$ cat src/rtl/i2c_seq_pkg.sv
// i2c_seq_pkg: shared FSM states, command layout and helpers for the I2C transaction sequencer.
package i2c_seq_pkg;

    typedef enum logic [2:0] {IDLE, LAUNCH, ARM, ACCEPT, DONE, RESP} state_e;

    localparam logic RW_WRITE = 1'b0;
    localparam logic RW_READ  = 1'b1;

    localparam int SEQ_DATA_W = 8;
    localparam int SEQ_REG_W  = 8;
    localparam int SEQ_ADDR_W = 7;

    // Command layout at the default widths; the top rebuilds it from its own parameters.
    typedef struct packed {
        logic                  rw;
        logic [SEQ_ADDR_W-1:0] dev;
        logic [SEQ_REG_W-1:0]  reg_addr;
        logic [SEQ_DATA_W-1:0] data;
    } cmd_t;

    function automatic logic [15:0] sat_inc16(input logic [15:0] v);
        return (v == 16'hFFFF) ? v : v + 16'd1;
    endfunction

endpackage

$ cat src/rtl/i2c_txn_sequencer_if.sv
// i2c_txn_sequencer_if: command/response port and i2c_master link of the sequencer.
interface i2c_txn_sequencer_if #(
    parameter int DATA_WIDTH = 8,
    parameter int REG_WIDTH  = 8,
    parameter int ADDR_WIDTH = 7,
    parameter int DIV_WIDTH  = 16
);
    logic [DIV_WIDTH-1:0]  i_divider;
    logic                  i_cmd_valid;
    logic                  o_cmd_ready;
    logic                  i_cmd_rw;
    logic [ADDR_WIDTH-1:0] i_cmd_dev;
    logic [REG_WIDTH-1:0]  i_cmd_reg;
    logic [DATA_WIDTH-1:0] i_cmd_data;
    logic                  o_rsp_valid;
    logic                  i_rsp_ready;
    logic                  o_rsp_rw;
    logic [DATA_WIDTH-1:0] o_rsp_data;
    logic                  o_rsp_timeout;
    logic                  o_rsp_mismatch;
    logic [15:0]           o_mismatch_cnt;
    logic                  o_idle;
    logic                  o_m_enable;
    logic                  o_m_rw;
    logic [DATA_WIDTH-1:0] o_m_mosi;
    logic [REG_WIDTH-1:0]  o_m_reg_addr;
    logic [ADDR_WIDTH-1:0] o_m_device_addr;
    logic [DIV_WIDTH-1:0]  o_m_divider;
    logic [DATA_WIDTH-1:0] i_m_miso;
    logic                  i_m_busy;

    modport slave (
        input  i_divider, i_cmd_valid, i_cmd_rw, i_cmd_dev, i_cmd_reg, i_cmd_data,
               i_rsp_ready, i_m_miso, i_m_busy,
        output o_cmd_ready, o_rsp_valid, o_rsp_rw, o_rsp_data, o_rsp_timeout,
               o_rsp_mismatch, o_mismatch_cnt, o_idle, o_m_enable, o_m_rw, o_m_mosi,
               o_m_reg_addr, o_m_device_addr, o_m_divider
    );

    modport master (
        output i_divider, i_cmd_valid, i_cmd_rw, i_cmd_dev, i_cmd_reg, i_cmd_data,
               i_rsp_ready, i_m_miso, i_m_busy,
        input  o_cmd_ready, o_rsp_valid, o_rsp_rw, o_rsp_data, o_rsp_timeout,
               o_rsp_mismatch, o_mismatch_cnt, o_idle, o_m_enable, o_m_rw, o_m_mosi,
               o_m_reg_addr, o_m_device_addr, o_m_divider
    );
endinterface

$ cat src/rtl/i2c_seq_fifo.sv
// i2c_seq_fifo: synchronous command FIFO, power-of-two DEPTH, async active-high reset.
module i2c_seq_fifo #(
    parameter int WIDTH = 8,
    parameter int DEPTH = 8
) (
    input  logic             i_clk,
    input  logic             i_rst,
    input  logic             i_push,
    input  logic             i_pop,
    input  logic [WIDTH-1:0] i_data,
    output logic [WIDTH-1:0] o_data,
    output logic             o_full,
    output logic             o_empty
);
    localparam int AW = $clog2(DEPTH);

    logic [WIDTH-1:0] mem_q [DEPTH];
    logic [AW-1:0]    wr_q, rd_q;
    logic [AW:0]      cnt_q, cnt_d;
    logic             do_push, do_pop;

    assign o_full  = cnt_q == (AW+1)'(DEPTH);
    assign o_empty = cnt_q == '0;
    assign do_push = i_push && (!o_full || i_pop);
    assign do_pop  = i_pop && (!o_empty || i_push);
    // Empty push+pop passes the incoming word straight through.
    assign o_data  = o_empty ? i_data : mem_q[rd_q];
    assign cnt_d   = cnt_q + (AW+1)'(do_push) - (AW+1)'(do_pop);

    always_ff @(posedge i_clk) begin
        if (do_push) mem_q[wr_q] <= i_data;
    end

    always_ff @(posedge i_clk or posedge i_rst) begin
        if (i_rst) begin
            wr_q  <= '0;
            rd_q  <= '0;
            cnt_q <= '0;
        end else begin
            if (do_push) wr_q <= wr_q + 1'b1;
            if (do_pop) rd_q <= rd_q + 1'b1;
            cnt_q <= cnt_d;
        end
    end
endmodule

$ cat src/rtl/i2c_txn_sequencer.sv
// i2c_txn_sequencer: queues single-register I2C commands and runs them one at a time on i2c_master.
// Optional I2C_SEQ_VERIFY_EN: compares read data against the command's expected byte.
module i2c_txn_sequencer
    import i2c_seq_pkg::*;
#(
    parameter int DATA_WIDTH = 8,
    parameter int REG_WIDTH  = 8,
    parameter int ADDR_WIDTH = 7,
    parameter int DEPTH      = 8,
    parameter int DIV_WIDTH  = 16,
    parameter int TIMEOUT    = 1024
) (
    input logic            i_clk,
    input logic            i_rst,
    i2c_txn_sequencer_if.slave bus
);
    localparam int WD_W = $clog2(TIMEOUT) + 1;

    typedef struct packed {
        logic                  rw;
        logic [ADDR_WIDTH-1:0] dev;
        logic [REG_WIDTH-1:0]  reg_addr;
        logic [DATA_WIDTH-1:0] data;
    } seq_cmd_t;

    seq_cmd_t              push_cmd, head, cmd_q;
    state_e                state_q;
    logic                  full, empty, pop;
    logic [WD_W-1:0]       wd_q;
    logic                  m_enable_q, m_rw_q;
    logic [DATA_WIDTH-1:0] m_mosi_q;
    logic [REG_WIDTH-1:0]  m_reg_q;
    logic [ADDR_WIDTH-1:0] m_dev_q;
    logic [DIV_WIDTH-1:0]  m_div_q;
    logic                  rsp_valid_q, rsp_rw_q, rsp_timeout_q;
    logic [DATA_WIDTH-1:0] rsp_data_q;
`ifdef I2C_SEQ_VERIFY_EN
    logic                  rsp_mismatch_q;
    logic [15:0]           mis_cnt_q;
`endif

    assign push_cmd = '{rw: bus.i_cmd_rw, dev: bus.i_cmd_dev, reg_addr: bus.i_cmd_reg, data: bus.i_cmd_data};
    // A pending response blocks the next pop so responses never overtake each other.
    assign pop = state_q == IDLE && !empty && !rsp_valid_q;

    i2c_seq_fifo #(.WIDTH($bits(seq_cmd_t)), .DEPTH(DEPTH)) u_fifo (
        .i_clk   (i_clk),
        .i_rst   (i_rst),
        .i_push  (bus.i_cmd_valid && !full),
        .i_pop   (pop),
        .i_data  (push_cmd),
        .o_data  (head),
        .o_full  (full),
        .o_empty (empty)
    );

    always_ff @(posedge i_clk or posedge i_rst) begin
        if (i_rst) begin
            state_q       <= IDLE;
            cmd_q         <= '0;
            wd_q          <= '0;
            m_enable_q    <= 1'b0;
            m_rw_q        <= 1'b0;
            m_mosi_q      <= '0;
            m_reg_q       <= '0;
            m_dev_q       <= '0;
            m_div_q       <= '0;
            rsp_valid_q   <= 1'b0;
            rsp_rw_q      <= 1'b0;
            rsp_data_q    <= '0;
            rsp_timeout_q <= 1'b0;
`ifdef I2C_SEQ_VERIFY_EN
            rsp_mismatch_q <= 1'b0;
            mis_cnt_q      <= '0;
`endif
        end else begin
            if (rsp_valid_q && bus.i_rsp_ready) rsp_valid_q <= 1'b0;
            case (state_q)
                IDLE: if (pop) begin
                    cmd_q   <= head;
                    state_q <= LAUNCH;
                end
                LAUNCH: begin
                    m_rw_q        <= cmd_q.rw;
                    m_dev_q       <= cmd_q.dev;
                    m_reg_q       <= cmd_q.reg_addr;
                    m_mosi_q      <= cmd_q.data;
                    m_div_q       <= bus.i_divider;
                    rsp_rw_q      <= cmd_q.rw;
                    rsp_data_q    <= '0;
                    rsp_timeout_q <= 1'b0;
`ifdef I2C_SEQ_VERIFY_EN
                    rsp_mismatch_q <= 1'b0;
`endif
                    state_q       <= ARM;
                end
                ARM: if (!bus.i_m_busy) begin
                    m_enable_q <= 1'b1;
                    wd_q       <= '0;
                    state_q    <= ACCEPT;
                end
                ACCEPT: if (bus.i_m_busy) begin
                    m_enable_q <= 1'b0;
                    state_q    <= DONE;
                end else if (wd_q == WD_W'(TIMEOUT - 1)) begin
                    m_enable_q    <= 1'b0;
                    rsp_timeout_q <= 1'b1;
                    state_q       <= RESP;
                end else begin
                    wd_q <= wd_q + 1'b1;
                end
                // No watchdog here: transfer length scales with the SCL divider.
                DONE: if (!bus.i_m_busy) begin
                    rsp_data_q <= (m_rw_q == RW_READ) ? bus.i_m_miso : '0;
`ifdef I2C_SEQ_VERIFY_EN
                    if (m_rw_q == RW_READ && bus.i_m_miso != m_mosi_q) begin
                        rsp_mismatch_q <= 1'b1;
                        mis_cnt_q      <= sat_inc16(mis_cnt_q);
                    end
`endif
                    state_q <= RESP;
                end
                RESP: begin
                    rsp_valid_q <= 1'b1;
                    state_q     <= IDLE;
                end
                default: state_q <= IDLE;
            endcase
        end
    end

    assign bus.o_cmd_ready     = !full;
    assign bus.o_idle          = empty && state_q == IDLE && !rsp_valid_q;
    assign bus.o_rsp_valid     = rsp_valid_q;
    assign bus.o_rsp_rw        = rsp_rw_q;
    assign bus.o_rsp_data      = rsp_data_q;
    assign bus.o_rsp_timeout   = rsp_timeout_q;
    assign bus.o_m_enable      = m_enable_q;
    assign bus.o_m_rw          = m_rw_q;
    assign bus.o_m_mosi        = m_mosi_q;
    assign bus.o_m_reg_addr    = m_reg_q;
    assign bus.o_m_device_addr = m_dev_q;
    assign bus.o_m_divider     = m_div_q;
`ifdef I2C_SEQ_VERIFY_EN
    assign bus.o_rsp_mismatch  = rsp_mismatch_q;
    assign bus.o_mismatch_cnt  = mis_cnt_q;
`else
    assign bus.o_rsp_mismatch  = 1'b0;
    assign bus.o_mismatch_cnt  = '0;
`endif
endmodule

$ cat src/flat_wrapper.sv
// flat-port wrapper written by rule: the top's interface ports become plain ports
module i2c_txn_sequencer_flat import i2c_seq_pkg::*;
#(
    parameter int DATA_WIDTH = 8,
    parameter int REG_WIDTH  = 8,
    parameter int ADDR_WIDTH = 7,
    parameter int DEPTH      = 8,
    parameter int DIV_WIDTH  = 16,
    parameter int TIMEOUT    = 1024
)
  (i_clk, i_rst, bus_i_divider, bus_i_cmd_valid, bus_i_cmd_rw, bus_i_cmd_dev, bus_i_cmd_reg, bus_i_cmd_data, bus_i_rsp_ready, bus_i_m_miso, bus_i_m_busy, bus_o_cmd_ready, bus_o_rsp_valid, bus_o_rsp_rw, bus_o_rsp_data, bus_o_rsp_timeout, bus_o_rsp_mismatch, bus_o_mismatch_cnt, bus_o_idle, bus_o_m_enable, bus_o_m_rw, bus_o_m_mosi, bus_o_m_reg_addr, bus_o_m_device_addr, bus_o_m_divider);
  i2c_txn_sequencer_if #(.DATA_WIDTH(DATA_WIDTH), .REG_WIDTH(REG_WIDTH), .ADDR_WIDTH(ADDR_WIDTH), .DIV_WIDTH(DIV_WIDTH)) bus_i ();
  input logic i_clk;
  input logic i_rst;
  input wire logic [$bits(bus_i.i_divider)-1:0] bus_i_divider;
  input wire logic [$bits(bus_i.i_cmd_valid)-1:0] bus_i_cmd_valid;
  input wire logic [$bits(bus_i.i_cmd_rw)-1:0] bus_i_cmd_rw;
  input wire logic [$bits(bus_i.i_cmd_dev)-1:0] bus_i_cmd_dev;
  input wire logic [$bits(bus_i.i_cmd_reg)-1:0] bus_i_cmd_reg;
  input wire logic [$bits(bus_i.i_cmd_data)-1:0] bus_i_cmd_data;
  input wire logic [$bits(bus_i.i_rsp_ready)-1:0] bus_i_rsp_ready;
  input wire logic [$bits(bus_i.i_m_miso)-1:0] bus_i_m_miso;
  input wire logic [$bits(bus_i.i_m_busy)-1:0] bus_i_m_busy;
  output wire logic [$bits(bus_i.o_cmd_ready)-1:0] bus_o_cmd_ready;
  output wire logic [$bits(bus_i.o_rsp_valid)-1:0] bus_o_rsp_valid;
  output wire logic [$bits(bus_i.o_rsp_rw)-1:0] bus_o_rsp_rw;
  output wire logic [$bits(bus_i.o_rsp_data)-1:0] bus_o_rsp_data;
  output wire logic [$bits(bus_i.o_rsp_timeout)-1:0] bus_o_rsp_timeout;
  output wire logic [$bits(bus_i.o_rsp_mismatch)-1:0] bus_o_rsp_mismatch;
  output wire logic [$bits(bus_i.o_mismatch_cnt)-1:0] bus_o_mismatch_cnt;
  output wire logic [$bits(bus_i.o_idle)-1:0] bus_o_idle;
  output wire logic [$bits(bus_i.o_m_enable)-1:0] bus_o_m_enable;
  output wire logic [$bits(bus_i.o_m_rw)-1:0] bus_o_m_rw;
  output wire logic [$bits(bus_i.o_m_mosi)-1:0] bus_o_m_mosi;
  output wire logic [$bits(bus_i.o_m_reg_addr)-1:0] bus_o_m_reg_addr;
  output wire logic [$bits(bus_i.o_m_device_addr)-1:0] bus_o_m_device_addr;
  output wire logic [$bits(bus_i.o_m_divider)-1:0] bus_o_m_divider;
  assign bus_i.i_divider = bus_i_divider;
  assign bus_i.i_cmd_valid = bus_i_cmd_valid;
  assign bus_i.i_cmd_rw = bus_i_cmd_rw;
  assign bus_i.i_cmd_dev = bus_i_cmd_dev;
  assign bus_i.i_cmd_reg = bus_i_cmd_reg;
  assign bus_i.i_cmd_data = bus_i_cmd_data;
  assign bus_i.i_rsp_ready = bus_i_rsp_ready;
  assign bus_i.i_m_miso = bus_i_m_miso;
  assign bus_i.i_m_busy = bus_i_m_busy;
  assign bus_o_cmd_ready = bus_i.o_cmd_ready;
  assign bus_o_rsp_valid = bus_i.o_rsp_valid;
  assign bus_o_rsp_rw = bus_i.o_rsp_rw;
  assign bus_o_rsp_data = bus_i.o_rsp_data;
  assign bus_o_rsp_timeout = bus_i.o_rsp_timeout;
  assign bus_o_rsp_mismatch = bus_i.o_rsp_mismatch;
  assign bus_o_mismatch_cnt = bus_i.o_mismatch_cnt;
  assign bus_o_idle = bus_i.o_idle;
  assign bus_o_m_enable = bus_i.o_m_enable;
  assign bus_o_m_rw = bus_i.o_m_rw;
  assign bus_o_m_mosi = bus_i.o_m_mosi;
  assign bus_o_m_reg_addr = bus_i.o_m_reg_addr;
  assign bus_o_m_device_addr = bus_i.o_m_device_addr;
  assign bus_o_m_divider = bus_i.o_m_divider;
  i2c_txn_sequencer #(.DATA_WIDTH(DATA_WIDTH), .REG_WIDTH(REG_WIDTH), .ADDR_WIDTH(ADDR_WIDTH), .DEPTH(DEPTH), .DIV_WIDTH(DIV_WIDTH), .TIMEOUT(TIMEOUT)) u_core (.i_clk(i_clk), .i_rst(i_rst), .bus(bus_i));
endmodule
$ cat config.mk
export PLATFORM = sky130hd
export DESIGN_NAME = i2c_txn_sequencer_flat
export DESIGN_NICKNAME = d
export VERILOG_FILES = /design/src/rtl/i2c_seq_pkg.sv /design/src/rtl/i2c_txn_sequencer_if.sv /design/src/rtl/i2c_seq_fifo.sv /design/src/rtl/i2c_txn_sequencer.sv /design/src/flat_wrapper.sv
export SDC_FILE = /design/constraint.sdc
export NUM_CORES = 1
export LEC_CHECK = 0
export ABC_AREA = 1
export CORE_AREA = 2 2 164 166
export CTS_BUF_LIST = sky130_fd_sc_hd__clkbuf_2 sky130_fd_sc_hd__clkbuf_4 sky130_fd_sc_hd__clkbuf_8
export DETAILED_ROUTE_END_ITERATION = 6
export DIE_AREA = 0 0 166 168
export DONT_BUFFER_PORTS = 1
export GPL_TIMING_DRIVEN = 0
export PLACE_DENSITY = 0.68
export SETUP_SLACK_MARGIN = 0.4
export SYNTH_ARGS = -nofsm -noshare
export SYNTH_HDL_FRONTEND = slang
export SYNTH_HIERARCHICAL = 1
export SYNTH_SLANG_ARGS = --single-unit
$ cat constraint.sdc
create_clock -name i_clk -period 6.2 [get_ports i_clk]
set_clock_uncertainty 0.15 [all_clocks]
set_input_delay 1.24 -clock i_clk [delete_from_list [all_inputs] [get_ports i_clk]]
set_output_delay 1.24 -clock i_clk [all_outputs]
set_load 0.02 [all_outputs]
[Yosys cells after proc, flatten, opt, wreduce, memory -nomap -nowiden]
Memory sizes are Yosys's and may differ from the RTL's. A register that Yosys moved wholly into a read port is not among the register bits.
Cells that the tools add are included.
Storage, ports and cells
  output and inout bits: 71
  memories kept: 1
  bits in writable memories: 192
  logic and storage cells: 83
  register bits: 75
  input port bits: 53
Cells by class
  equality and inequality tests: 14
  add/sub/neg operators: 5
  reductions and logical operators: 25
  mux-type cells: 24
Memory list
  u_core.u_fifo.mem_q: words 8, bits a word 24, read ports 1, clocked after memory_dff 1, wr ports 1, RTL line i2c_seq_fifo.sv:17  | logic [WIDTH-1:0] mem_q [DEPTH];
Operator list (count)
  two-way mux 11 bit: 3
  one-hot mux 11 bit (2 select lines): 1
  two-way mux 8 bit: 2
  one-hot mux 8 bit (2 select lines): 1
  two-way mux 3 bit: 5
  one-hot mux 3 bit (5 select lines): 1
  adder 11 x 1 -> 11 bit (second input constant): 1
  == test 11 x 10 -> 1 bit (second input constant): 1
  inequality test 2 bit (second input constant): 5
  two-way mux 1 bit: 9
  logical AND 1 bit: 8
  AND reduction 4 bit: 2
  nonzero test 2 bit: 4
  adder 3 x 1 -> 3 bit (second input constant): 2
  == test 3 x 2 -> 1 bit (second input constant): 2
  == test 3 bit (second input constant): 2
  AND reduction 3 bit: 2
  adder 4 x 1 -> 4 bit: 1
  == test 4 bit (second input constant): 1
  logical NOT 4 bit: 1
  one-hot mux 1 bit (2 select lines): 2
  AND reduction 2 bit: 2
  subtractor 4 x 1 -> 4 bit: 1
  == test 3 x 1 -> 1 bit (second input constant): 1
  5 further kinds: 8

[Logic depth before layout (Yosys ltp)]
Gate-level depths: netlist (run 1).
  depth after elaboration: 8
  depth in mapped cells: 16
  gate-level depth less buffers: 13

[By module]
Netlist (run 1), hierarchy kept.
Modules (own cells, without submodules)
  i2c_seq_fifo: cells each 883, seq. area each 6015.8 um2, area an instance 8959.8 um2, instances 1
  i2c_txn_sequencer: cells each 410, seq. area each 2227.1 um2, area an instance 3953.8 um2, instances 1

[Worst setup path before layout (run 1)]
OpenSTA, ideal clock, no wires.
  kind: register -> register
  start point: register u_core.u_fifo.cnt_q[2]
  end point: memory u_core/u_fifo/mem_q[0][0] in the netlist's numbering, enable pin
  path buffers: 3
  slack: 2.671 ns
  cell stages (with the launch flop): 13
  arrival time: 2.974 ns
  path through: dfrtp_1 inv_1 ha_1 nand2_2 inv_2 buf_2 nor3_4 buf_4 buf_6 nand3b_1 nand2_1 or2_2 nor2_1
Between the ends
  word-level cells in the longest chain between the ends: 8
Ends and longest elaborated chain
  start, declared: RTL line i2c_seq_fifo.sv:19  | logic [AW:0] cnt_q, cnt_d;
  start signal, assigned: RTL line i2c_seq_fifo.sv:42  | cnt_q <= cnt_d;
  logical NOT 4 bit: RTL line i2c_seq_fifo.sv:23  | assign o_empty = cnt_q == '0;
  net u_core.empty: RTL line i2c_txn_sequencer.sv:28  | logic full, empty, pop;
  logical NOT 1 bit: RTL line i2c_txn_sequencer.sv:44  | assign pop = state_q == IDLE && !empty && !rsp_valid_q;
  logical AND 1 bit (2 in a row): RTL line i2c_txn_sequencer.sv:44
  net u_core.pop: RTL line i2c_txn_sequencer.sv:28
  logical OR 1 bit: RTL line i2c_seq_fifo.sv:24  | assign do_push = i_push && (!o_full || i_pop);
  logical AND 1 bit: RTL line i2c_seq_fifo.sv:24
  two-way mux 1 bit: RTL line i2c_seq_fifo.sv:31  | if (do_push) mem_q[wr_q] <= i_data;
  two-way mux 1 bit (not written as such): RTL line i2c_seq_fifo.sv:31
  end, declared: RTL line i2c_seq_fifo.sv:17
The timed path passes the listed nets, and every way through them passes these cells.

[Worst setup path after layout (run 1)]
  start point: register u_core.u_fifo.cnt_q[1]
  end point: output bus_o_idle
Between the ends
  word-level cells in the longest chain between the ends: 3
Ends and longest elaborated chain
  logical NOT 4 bit: RTL line i2c_seq_fifo.sv:23
  net u_core.empty: RTL line i2c_txn_sequencer.sv:28
  logical AND 1 bit (2 in a row): RTL line i2c_txn_sequencer.sv:133  | assign bus.o_idle = empty && state_q == IDLE && !rsp_valid_q;
  end, declared: RTL line flat_wrapper.sv:31  | output wire logic [$bits(bus_i.o_idle)-1:0] bus_o_idle;
The timed path passes the listed nets, and every way through them passes these cells.

==> flow_metrics.env, run 1 <==
export IMPL_drt_pre_antenna_iters=5
export IMPL_r2r_slack_ns=2.38
export IMPL_via_per_inst=5.130
export IMPL_synth_cells=1293
export IMPL_place_ws_ns=2.413
export IMPL_crit_type="reg -> out"
export IMPL_clock_sinks=291
export IMPL_grtUsageTotal=0.2216
export IMPL_gr_total_overflow=0
export IMPL_rows=60
export IMPL_stdcell_count=1740
export IMPL_reg2reg_depth=13
export IMPL_synth_cell_types=41
export IMPL_totalNegativeSetupSlack_ns=0
export IMPL_cellPowerDensity_mw_per_mm2=499.2
export IMPL_critPathCaptureType="primary output"
export IMPL_clock_latency_ns=0.57
export IMPL_gp_congestion=0.8389
export IMPL_areaGrowthSynthToFinish_pct=12.30
export IMPL_path_clk_slew_ns=0.06
export IMPL_whs_ns=0.3433
export IMPL_grt_pass1_vias=8822
export IMPL_synth_warnings=6
export IMPL_slew_viol_final=0
export IMPL_arrival_ns=2.64
export IMPL_ant_nets=0
export IMPL_rsz0062_at_grt="no"
export IMPL_hpwl_um=19890
export IMPL_fp_dieW_um=166
export IMPL_critPathMaxFanout=12
export IMPL_crit_buf_inv=2
export IMPL_htreeDepth=2
export IMPL_grt_first_pass_wirelength_um=47860
export IMPL_diodes=0
export IMPL_hold_viol=0
export IMPL_p_leak_nw=6.537
export IMPL_start_util=0.4901
export IMPL_root_buffer="clkbuf_8"
export IMPL_core_area_mm2=0.02635
export IMPL_endpoint="bus_o_idle"
export IMPL_drtIter0Drc=794
export IMPL_cp_start_kind="flop"
export IMPL_fmax_mhz=248.3
export IMPL_final_common_cell="nand2_1"
export IMPL_fill_cells=2265
export IMPL_post_route_drc_count=0
export IMPL_rr_startpoint="u_core/u_fifo/cnt_q[2]"
export IMPL_cts_tree="yes"
export IMPL_antenna_found_initial=1
export IMPL_io_buffers=0
export IMPL_min_path_type="reg -> reg"
export IMPL_ioPinCount=124
export IMPL_setup_viol=0
export IMPL_nets=1425
export IMPL_critPathSlowestCell="nor3b_1"
export IMPL_cts_setup_buffers=0
export IMPL_seq_area_frac_synth=0.6383
export IMPL_grt_max_degree=68
export IMPL_crit_path_max_incr_delay_ns=0.68
export IMPL_avgSynthCellArea_um2=9.987
export IMPL_required_ns=4.81
export IMPL_cp_depth=5
export IMPL_numCtsBuffers=48
export IMPL_status="completed"
export IMPL_design_area_mm2=0.01450
export IMPL_max_cap_violations=0
export IMPL_crit_path_start="u_core/u_fifo/cnt_q[1]"
export IMPL_cts_hold_buffers=0
export IMPL_worst_pin_slew_ns=0.9931
export IMPL_wl_um=30650
export IMPL_critPathTopFamily="simple AND/OR/NAND/NOR gates"
export IMPL_crit_chain="nor2_1 > nand2_2 > inv_2 > buf_2 > nor3b_1"
export IMPL_dpl_cell_area_mm2=0.01354
export IMPL_synth_cell_area_mm2=0.01291
export IMPL_wl_per_cell_um=17.62
export IMPL_slew_headroom=0.3364
export IMPL_period_minus_slack_ns=4.027
export IMPL_layout_common_cells="nand2_1, inv_1, edfxtp_1"
export IMPL_drive_gt1_frac=0.1451
export IMPL_power_mw=7.240
export IMPL_finalCritPeriodShare=0.6495
export IMPL_die_area_mm2=0.02789
export IMPL_post_place_cells=1653
export IMPL_utilization=0.5503
export IMPL_clk_path_buf_depth=3
export IMPL_die_h_um=168
export IMPL_layout_setup_ws_ns=2.173
export IMPL_r2r_end="u_core/u_fifo/mem_q[1][22]"
export IMPL_ir_worst_vdd_v=0.0002984
export IMPL_post_cts_resized=0
export IMPL_ys_ff_latch=291
export IMPL_vias=8927
==> cell families after synthesis <==
kind of cell	count (synthesis)	share of synthesized area
muxes	16	0.01395
xor gates and xnor gates	4	0.002713
adders and majority gates	10	0.01027
other	1	0.0002904
DFF	291	0.6383
buffers and inverters	280	0.09708
AOI/OAI and AO/OA	81	0.03527
and+or+nand+nor	610	0.2021
==> cell type report <==
type	instances	area, µm²	share of cell area
clock buffer	71	883.3	0.06091
multi-input combinational	738	3537	0.2439
tap	341	426.7	0.02942
clock inverter	16	80.08	0.005522
buffer	72	467.9	0.03227
sequential	291	8243	0.5684
inverter	208	788.3	0.05436
timing repair buffer	3	75.07	0.005177
==> report_power, final <==
| part | switching, mW | internal [mW] |
|---|---|---|
| sequential | 0.428 | 2.57 |
| combinational | 1.76 | 0.826 |
| clock | 0.740 | 0.912 |
==> tightest hold or removal path, cell delays in order, from the launching register on <==
cell	delay (ns)
dfrtp_1	0.37
inv_1	0.05
nor2_1	0.03
==> synth_stat cells <==
master / instances / area share
a21o_1: 1 / 0.00058
a21oi_1: 10 / 0.0039
buf_1: 6 / 0.0017
buf_2: 26 / 0.010
buf_4: 23 / 0.013
buf_6: 9 / 0.0078
buf_8: 1 / 0.0012
clkbuf_1: 7 / 0.0020
clkinv_1: 1 / 0.00029
conb_1: 1 / 0.00029
dfrtp_1: 99 / 0.19
edfxtp_1: 192 / 0.45
fa_1: 1 / 0.0016
ha_1: 9 / 0.0087
inv_1: 201 / 0.058
inv_2: 4 / 0.0012
inv_4: 2 / 0.00097
mux2_2: 16 / 0.014
nand2_1: 394 / 0.11
nand2_2: 6 / 0.0029
nand2_4: 4 / 0.0035
nand3_1: 161 / 0.062
nand3_2: 1 / 0.00078
nand3b_1: 1 / 0.00058
nand4_1: 3 / 0.0015
nor2_1: 26 / 0.0076
nor2_2: 4 / 0.0019
nor2_4: 2 / 0.0017
nor3_1: 1 / 0.00039
nor3_4: 1 / 0.0013
nor3b_1: 2 / 0.0012
o211ai_1: 1 / 0.00058
o21a_1: 1 / 0.00058
o21ai_0: 58 / 0.022
o21ai_2: 6 / 0.0041
o21ai_4: 1 / 0.0013
o21bai_1: 2 / 0.0012
o32ai_1: 1 / 0.00068
or2_2: 4 / 0.0019
xnor2_1: 2 / 0.0014
xor2_1: 2 / 0.0014
==> worst min-delay path by stage <==
stage / from / end / cells after the start
3_3_place_gp: u_core/wd_q[10] / u_core/wd_q[10] / 2
3_5_place_dp: u_core/wd_q[10] / u_core/wd_q[10] / 2
6_report: u_core/wd_q[10] / u_core/wd_q[10] / 2
2_1_floorplan: u_core/wd_q[10] / u_core/wd_q[10] / 2
4_1_cts: i_rst / u_core/bus.o_m_divider[5] / 1
5_1_grt: i_rst / u_core/wd_q[7] / 1
==> registers in the layout, indices dropped and copies added (netlist names) <==
register,flops
u_core/bus.o_m_device_addr,7
u_core/bus.o_m_divider,16
u_core/bus.o_m_enable,1
u_core/bus.o_m_mosi,8
u_core/bus.o_m_reg_addr,8
u_core/bus.o_rsp_data,8
u_core/bus.o_rsp_rw,1
u_core/bus.o_rsp_timeout,1
u_core/bus.o_rsp_valid,1
u_core/cmd_q,24
u_core/state_q,3
u_core/u_fifo/cnt_q,4
u_core/u_fifo/mem_q,192
u_core/u_fifo/rd_q,3
u_core/u_fifo/wr_q,3
u_core/wd_q,11
==> layer usage <==
metal  GRT usage  part of all wire
met5           0                 0
met1      0.2707              0.40
met3     0.06559             0.096
met2      0.3796              0.48
met4     0.07221             0.019
Power figures use the tool's default switching activity.
==> run 2, diff against run 1 <==
==> constraint.sdc (replaced) <==
create_clock -name i_clk -period 4.1 [get_ports i_clk]
set_clock_uncertainty 0.15 [all_clocks]
set_input_delay 0.82 -clock i_clk [delete_from_list [all_inputs] [get_ports i_clk]]
set_output_delay 0.82 -clock i_clk [all_outputs]
set_load 0.02 [all_outputs]
==> flow_metrics.env, run 2 (synthesized netlist as in run 1, its figures left out) <==
export IMPL_crit_type="reg -> reg"
export IMPL_hpwl_um=19890
export IMPL_totalNegativeSetupSlack_ns=0
export IMPL_p_clk_frac=0.226
export IMPL_hold_viol=0
export IMPL_post_place_cells=1653
export IMPL_post_route_drc_count=0
export IMPL_grt_max_degree=68
export IMPL_multi_input_comb_area_mm2=0.003578
export IMPL_rows=60
export IMPL_numCtsBuffers=48
export IMPL_combPwrFrac=0.364
export IMPL_slew_viol_final=0
export IMPL_htreeDepth=2
export IMPL_grtUsageTotal=0.2217
export IMPL_wl_per_cell_um=17.99
export IMPL_largest_register_ffs=192
export IMPL_ioPinCount=124
export IMPL_core_area_mm2=0.02635
export IMPL_setup_viol=0
export IMPL_arrival_ns=3.80
export IMPL_die_area_mm2=0.02789
export IMPL_layout_common_cells="nand2_1, inv_1, edfxtp_1"
export IMPL_gp_congestion=0.8389
export IMPL_clock_latency_ns=0.57
export IMPL_fp_dieW_um=166
export IMPL_cellPowerDensity_mw_per_mm2=753.8
export IMPL_worst_pin_slew_ns=0.9660
export IMPL_stdcell_count=1753
export IMPL_fmax_mhz=264.9
export IMPL_critPathMaxFanout=24
export IMPL_gr_total_overflow=0
export IMPL_clock_sinks=291
export IMPL_nets=1438
export IMPL_required_ns=4.13
export IMPL_seq_power_share=0.410
export IMPL_io_buffers=0
export IMPL_wl_met3_um=3266
export IMPL_drtIter0Drc=909
export IMPL_largest_register="u_core/u_fifo/mem_q"
export IMPL_holdPathStages=0
export IMPL_p_leak_nw=6.610
export IMPL_grt_pass1_vias=8809
export IMPL_start_util=0.4901
export IMPL_top_layer="met4"
export IMPL_vias=9022
export IMPL_intPower_mw=6.566
export IMPL_drt_pre_antenna_iters=5
export IMPL_clk_path_buf_depth=3
export IMPL_antenna_found_initial=1
export IMPL_slew_headroom=0.3545
export IMPL_wl_met2_um=15290
export IMPL_critPathCaptureType="flop"
export IMPL_max_cap_violations=0
export IMPL_fill_cells=2239
export IMPL_ant_nets=0
export IMPL_rsz0062_at_grt="yes"
export IMPL_switching_share=0.4068
export IMPL_final_common_cell="nand2_1"
export IMPL_diodes=0
export IMPL_areaGrowthSynthToFinish_pct=13.70
export IMPL_cts_tree="yes"
export IMPL_reg2reg_depth=12
export IMPL_r2r_slack_ns=0.32
export IMPL_path_clk_slew_ns=0.06
export IMPL_register_area_mm2=0.008243
export IMPL_drt_met1_wl_um=12330
export IMPL_root_buffer="clkbuf_8"
export IMPL_ir_worst_vdd_v=0.0004514
export IMPL_drive_gt1_frac=0.1537
export IMPL_min_path_type="in -> reg"
export IMPL_cp_start_kind="flop"
export IMPL_switchingPower_mw=4.502
export IMPL_grt_first_pass_wirelength_um=47910
export IMPL_status="completed"
export IMPL_via_per_inst=5.147
export IMPL_finalCritPeriodShare=0.9207
export IMPL_period_minus_slack_ns=3.775
export IMPL_die_h_um=168
export IMPL_wl_um=31530
## run 2: path summary, 6_finish.rpt
kind / from / end
max in group asynchronous: i_rst / u_core/bus.o_m_mosi[3]
hold / removal: bus_i_cmd_data[4] / u_core/u_fifo/mem_q[5][4]
setup / recovery: u_core/u_fifo/cnt_q[2] / u_core/u_fifo/mem_q[6][17]
setup reg to reg: u_core/u_fifo/cnt_q[2] / u_core/u_fifo/mem_q[6][17]
min in group asynchronous: i_rst / u_core/wd_q[7]
hold reg to reg: u_core/wd_q[10] / u_core/wd_q[10]
## run 2: timing repair
action	in CTS	in global routing
gates resized for setup	0	5
gates cloned	0	3
setup buffers	0	9
hold buffers	1	0
pin swaps	0	8
setup endpoints to repair	144	161
hold endpoints to repair	32	0
## run 2: metrics by stage
stage | power (mW) | instance area, µm² | hold slack (ns) | worst slack (ns) | utilization
floorplan | 7.160 | 12970 | 0.3222 | 0.5711 | -
global placement | 8.298 | 13400 | 0.3385 | -0.9980 | 0.5085
detailed placement | 8.463 | 13540 | 0.3406 | 0.3126 | 0.5138
CTS | 10.99 | 14510 | 0.1637 | 0.2902 | 0.5507
global route | 11.77 | 14680 | 0.1518 | 0.1643 | 0.5572
finish | 11.07 | 14680 | 0.1860 | 0.3250 | 0.5572
## run 2: routing by layer
metal	vias up	track usage
met5	-	0
met1	4250	0.2705
met4	0	0.07070
met3	55	0.06606
met2	428	0.3805
li1	4289	-
## run 2: worst max-delay path: stages, from the launching register on
cell and delay, ns:
dfrtp_1 0.32, inv_1 0.07, ha_1 0.21, nand2_2 0.23, inv_2 0.13, buf_2 0.27, nor3_4 0.25, buf_4 0.21
buf_6 0.15, nand3b_1 0.11, nand2_1 0.11, or2_2 0.41, nor2_4 0.76
## run 2: area by class of cell
type / count / share of cell area
plain buffers: 72 / 0.03187
clock buffers: 71 / 0.06016
clock inverters: 16 / 0.005454
inverters: 208 / 0.05369
multi-input cells: 741 / 0.2437
flip-flops and latches: 291 / 0.5614
well taps: 341 / 0.02906
repair buffers: 13 / 0.01466
## run 2: power by group through the flow
| stage | Sequential [mW] | Clock [mW] | Combinational (mW) |
|---|---|---|---|
| 2_1_floorplan | 4.48 | 0 | 2.68 |
| 3_3_place_gp | 4.60 | 0 | 3.70 |
| 3_5_place_dp | 4.60 | 0 | 3.86 |
| 4_1_cts | 4.55 | 2.56 | 3.89 |
| 5_1_grt | 4.61 | 2.70 | 4.47 |
| 6_report | 4.54 | 2.51 | 4.02 |
==> run 3, diff against run 2 <==
--- a/config.mk
+++ b/config.mk
@@ -7,12 +7,11 @@
 export LEC_CHECK = 0
 export ABC_AREA = 1
 export CORE_AREA = 2 2 164 166
-export CTS_BUF_LIST = sky130_fd_sc_hd__clkbuf_2 sky130_fd_sc_hd__clkbuf_4 sky130_fd_sc_hd__clkbuf_8
 export DETAILED_ROUTE_END_ITERATION = 6
 export DIE_AREA = 0 0 166 168
 export DONT_BUFFER_PORTS = 1
 export GPL_TIMING_DRIVEN = 0
-export PLACE_DENSITY = 0.68
+export PLACE_DENSITY = 0.72
 export SETUP_SLACK_MARGIN = 0.4
 export SYNTH_ARGS = -nofsm -noshare
 export SYNTH_HDL_FRONTEND = slang
==> flow_metrics.env, run 3 (synthesized netlist as in run 1, its figures left out) <==
export IMPL_status="completed"
export IMPL_gp_congestion=0.8307
export IMPL_worst_pin_slew_ns=0.9295
export IMPL_root_buffer="clkbuf_16"
export IMPL_clock_sinks=291
export IMPL_fmax_mhz=258.8
export IMPL_fill_cells=2144
export IMPL_min_path_type="in -> reg"
export IMPL_clk_path_buf_depth=3
export IMPL_arrival_ns=3.89
export IMPL_largest_register_ffs=192
export IMPL_start_util=0.4901
export IMPL_dpl_cell_area_mm2=0.01351
export IMPL_wl_um=32570
export IMPL_switchingPower_mw=4.603
export IMPL_slew_headroom=0.3797
export IMPL_utilization=0.5650
export IMPL_io_buffers=0
export IMPL_seq_power_share=0.389
export IMPL_vias=9202
export IMPL_critPathCaptureType="flop"
export IMPL_cts_tree="yes"
export IMPL_required_ns=4.12
export IMPL_nets=1428
export IMPL_fp_dieW_um=166
export IMPL_totalNegativeSetupSlack_ns=0
export IMPL_register_area_mm2=0.008243
export IMPL_p_clk_frac=0.255
export IMPL_htreeDepth=1
export IMPL_finalCritPeriodShare=0.9424
export IMPL_design_area_mm2=0.01489
export IMPL_slew_viol_final=0
export IMPL_drtIter0Drc=995
export IMPL_ioPinCount=124
export IMPL_cellPowerDensity_mw_per_mm2=784.7
export IMPL_wl_per_cell_um=18.83
export IMPL_grt_first_pass_wirelength_um=49330
export IMPL_final_common_cell="nand2_1"
export IMPL_drive_gt1_frac=0.1361
export IMPL_critPathMaxFanout=12
export IMPL_clock_latency_ns=0.55
export IMPL_cp_start_kind="flop"
export IMPL_hold_viol=0
export IMPL_layout_setup_ws_ns=0.2360
export IMPL_diodes=0
export IMPL_p_leak_nw=6.664
export IMPL_intPower_mw=7.079
export IMPL_core_area_mm2=0.02635
export IMPL_areaGrowthSynthToFinish_pct=15.28
export IMPL_crit_type="reg -> reg"
export IMPL_rsz0062_at_grt="yes"
export IMPL_hold_start="bus_i_cmd_reg[1]"
export IMPL_post_route_drc_count=0
export IMPL_multi_input_comb_area_mm2=0.003602
export IMPL_die_area_mm2=0.02789
export IMPL_place_ws_ns=0.2953
export IMPL_hpwl_um=19800
export IMPL_via_per_inst=5.319
export IMPL_die_h_um=168
export IMPL_combPwrFrac=0.356
export IMPL_rows=60
export IMPL_rr_startpoint="u_core/u_fifo/cnt_q[2]"
export IMPL_gr_total_overflow=0
export IMPL_numCtsBuffers=31
export IMPL_setup_viol=0
export IMPL_period_minus_slack_ns=3.864
export IMPL_layout_common_cells="nand2_1, inv_1, edfxtp_1"
export IMPL_crit_path_start="u_core/u_fifo/cnt_q[2]"
export IMPL_drt_pre_antenna_iters=6
export IMPL_whs_ns=0.2064
export IMPL_max_cap_violations=0
export IMPL_antenna_found_initial=0
export IMPL_grt_max_degree=69
export IMPL_ant_nets=0
export IMPL_switching_share=0.3941
export IMPL_grt_pass1_vias=8861
export IMPL_path_clk_slew_ns=0.06
export IMPL_largest_register="u_core/u_fifo/mem_q"
export IMPL_ir_worst_vdd_v=0.0006560
export IMPL_grtUsageTotal=0.2268
[run 3: cell types whose count changed in the layout (fill, tap and decap cells not counted), sizes merged]
| cell | delta |
|---|---|
| clkbuf | -32 |
| bufinv | +6 |
| buf | +4 |
| clkinv | -3 |
| nor2 | +3 |
| clkinvlp | -1 |
[run 3: power by group through the flow]
stage | logic [mW] | registers (mW) | clock network [mW]
6_report | 4.16 | 4.54 | 2.98
5_1_grt | 4.56 | 4.61 | 3.13
4_1_cts | 3.95 | 4.54 | 3.02
3_5_place_dp | 3.86 | 4.60 | 0
3_3_place_gp | 3.68 | 4.59 | 0
2_1_floorplan | 2.68 | 4.48 | 0
[run 3: cell type report]
type | instances | area share
multi-input cells | 744 | 0.2420
inverters | 208 | 0.05295
clock buffers | 39 | 0.05858
flip-flops and latches | 291 | 0.5537
well taps | 341 | 0.02866
plain buffers | 72 | 0.03143
clock inverters | 18 | 0.01589
repair buffers | 17 | 0.01681
[run 3: through the flow]
stage / power (mW) / instances
after floorplan: 7.160 / 1309
after global placement: 8.268 / 1650
after detailed placement: 8.463 / 1652
after CTS: 11.52 / 1713
after global routing: 12.30 / 1730
final: 11.68 / 1730
[run 3: path summary, 6_finish.rpt]
| kind | to | slack [ns] | depth (start not counted) |
|---|---|---|---|
| worst max-delay path | u_core/u_fifo/mem_q[4][19] | 0.24 | 12 |
| worst min-delay path | u_core/u_fifo/mem_q[7][9] | 0.21 | 0 |
| worst max register to register | u_core/u_fifo/mem_q[4][19] | 0.24 | 12 |
| worst min register to register | u_core/wd_q[10] | 0.35 | 2 |
| max in group asynchronous | u_core/bus.o_m_reg_addr[3] | 2.60 | 3 |
| min in group asynchronous | u_core/wd_q[2] | 0.58 | 2 |
[run 3: worst max-delay path: stages (launching register included)]
cell	delay, ns
dfrtp_1	0.32
inv_1	0.06
ha_1	0.21
nand2_2	0.25
inv_2	0.14
buf_2	0.27
nor3_4	0.24
buf_4	0.20
buf_6	0.16
nand3b_1	0.11
nand2_1	0.10
or2_2	0.48
nor2_2	0.77
[run 3: what timing repair did]
item | in CTS | in global routing
pin swaps | 1 | 6
endpoints found under the hold margin | 31 | 0
hold buffers | 1 | 0
resized for setup | 2 | 4
setup endpoints to repair | 168 | 157
gates cloned | 3 | 3
setup buffers | 0 | 14
[run 3: layer usage]
| metal | vias up | track usage | wire length, µm |
|---|---|---|---|
| met5 | - | 0 | 0 |
| met2 | 502 | 0.3794 | 15210 |
| li1 | 4263 | - | - |
| met1 | 4339 | 0.2880 | 12510 |
| met3 | 98 | 0.05689 | 3580 |
| met4 | 0 | 0.08355 | 1272 |
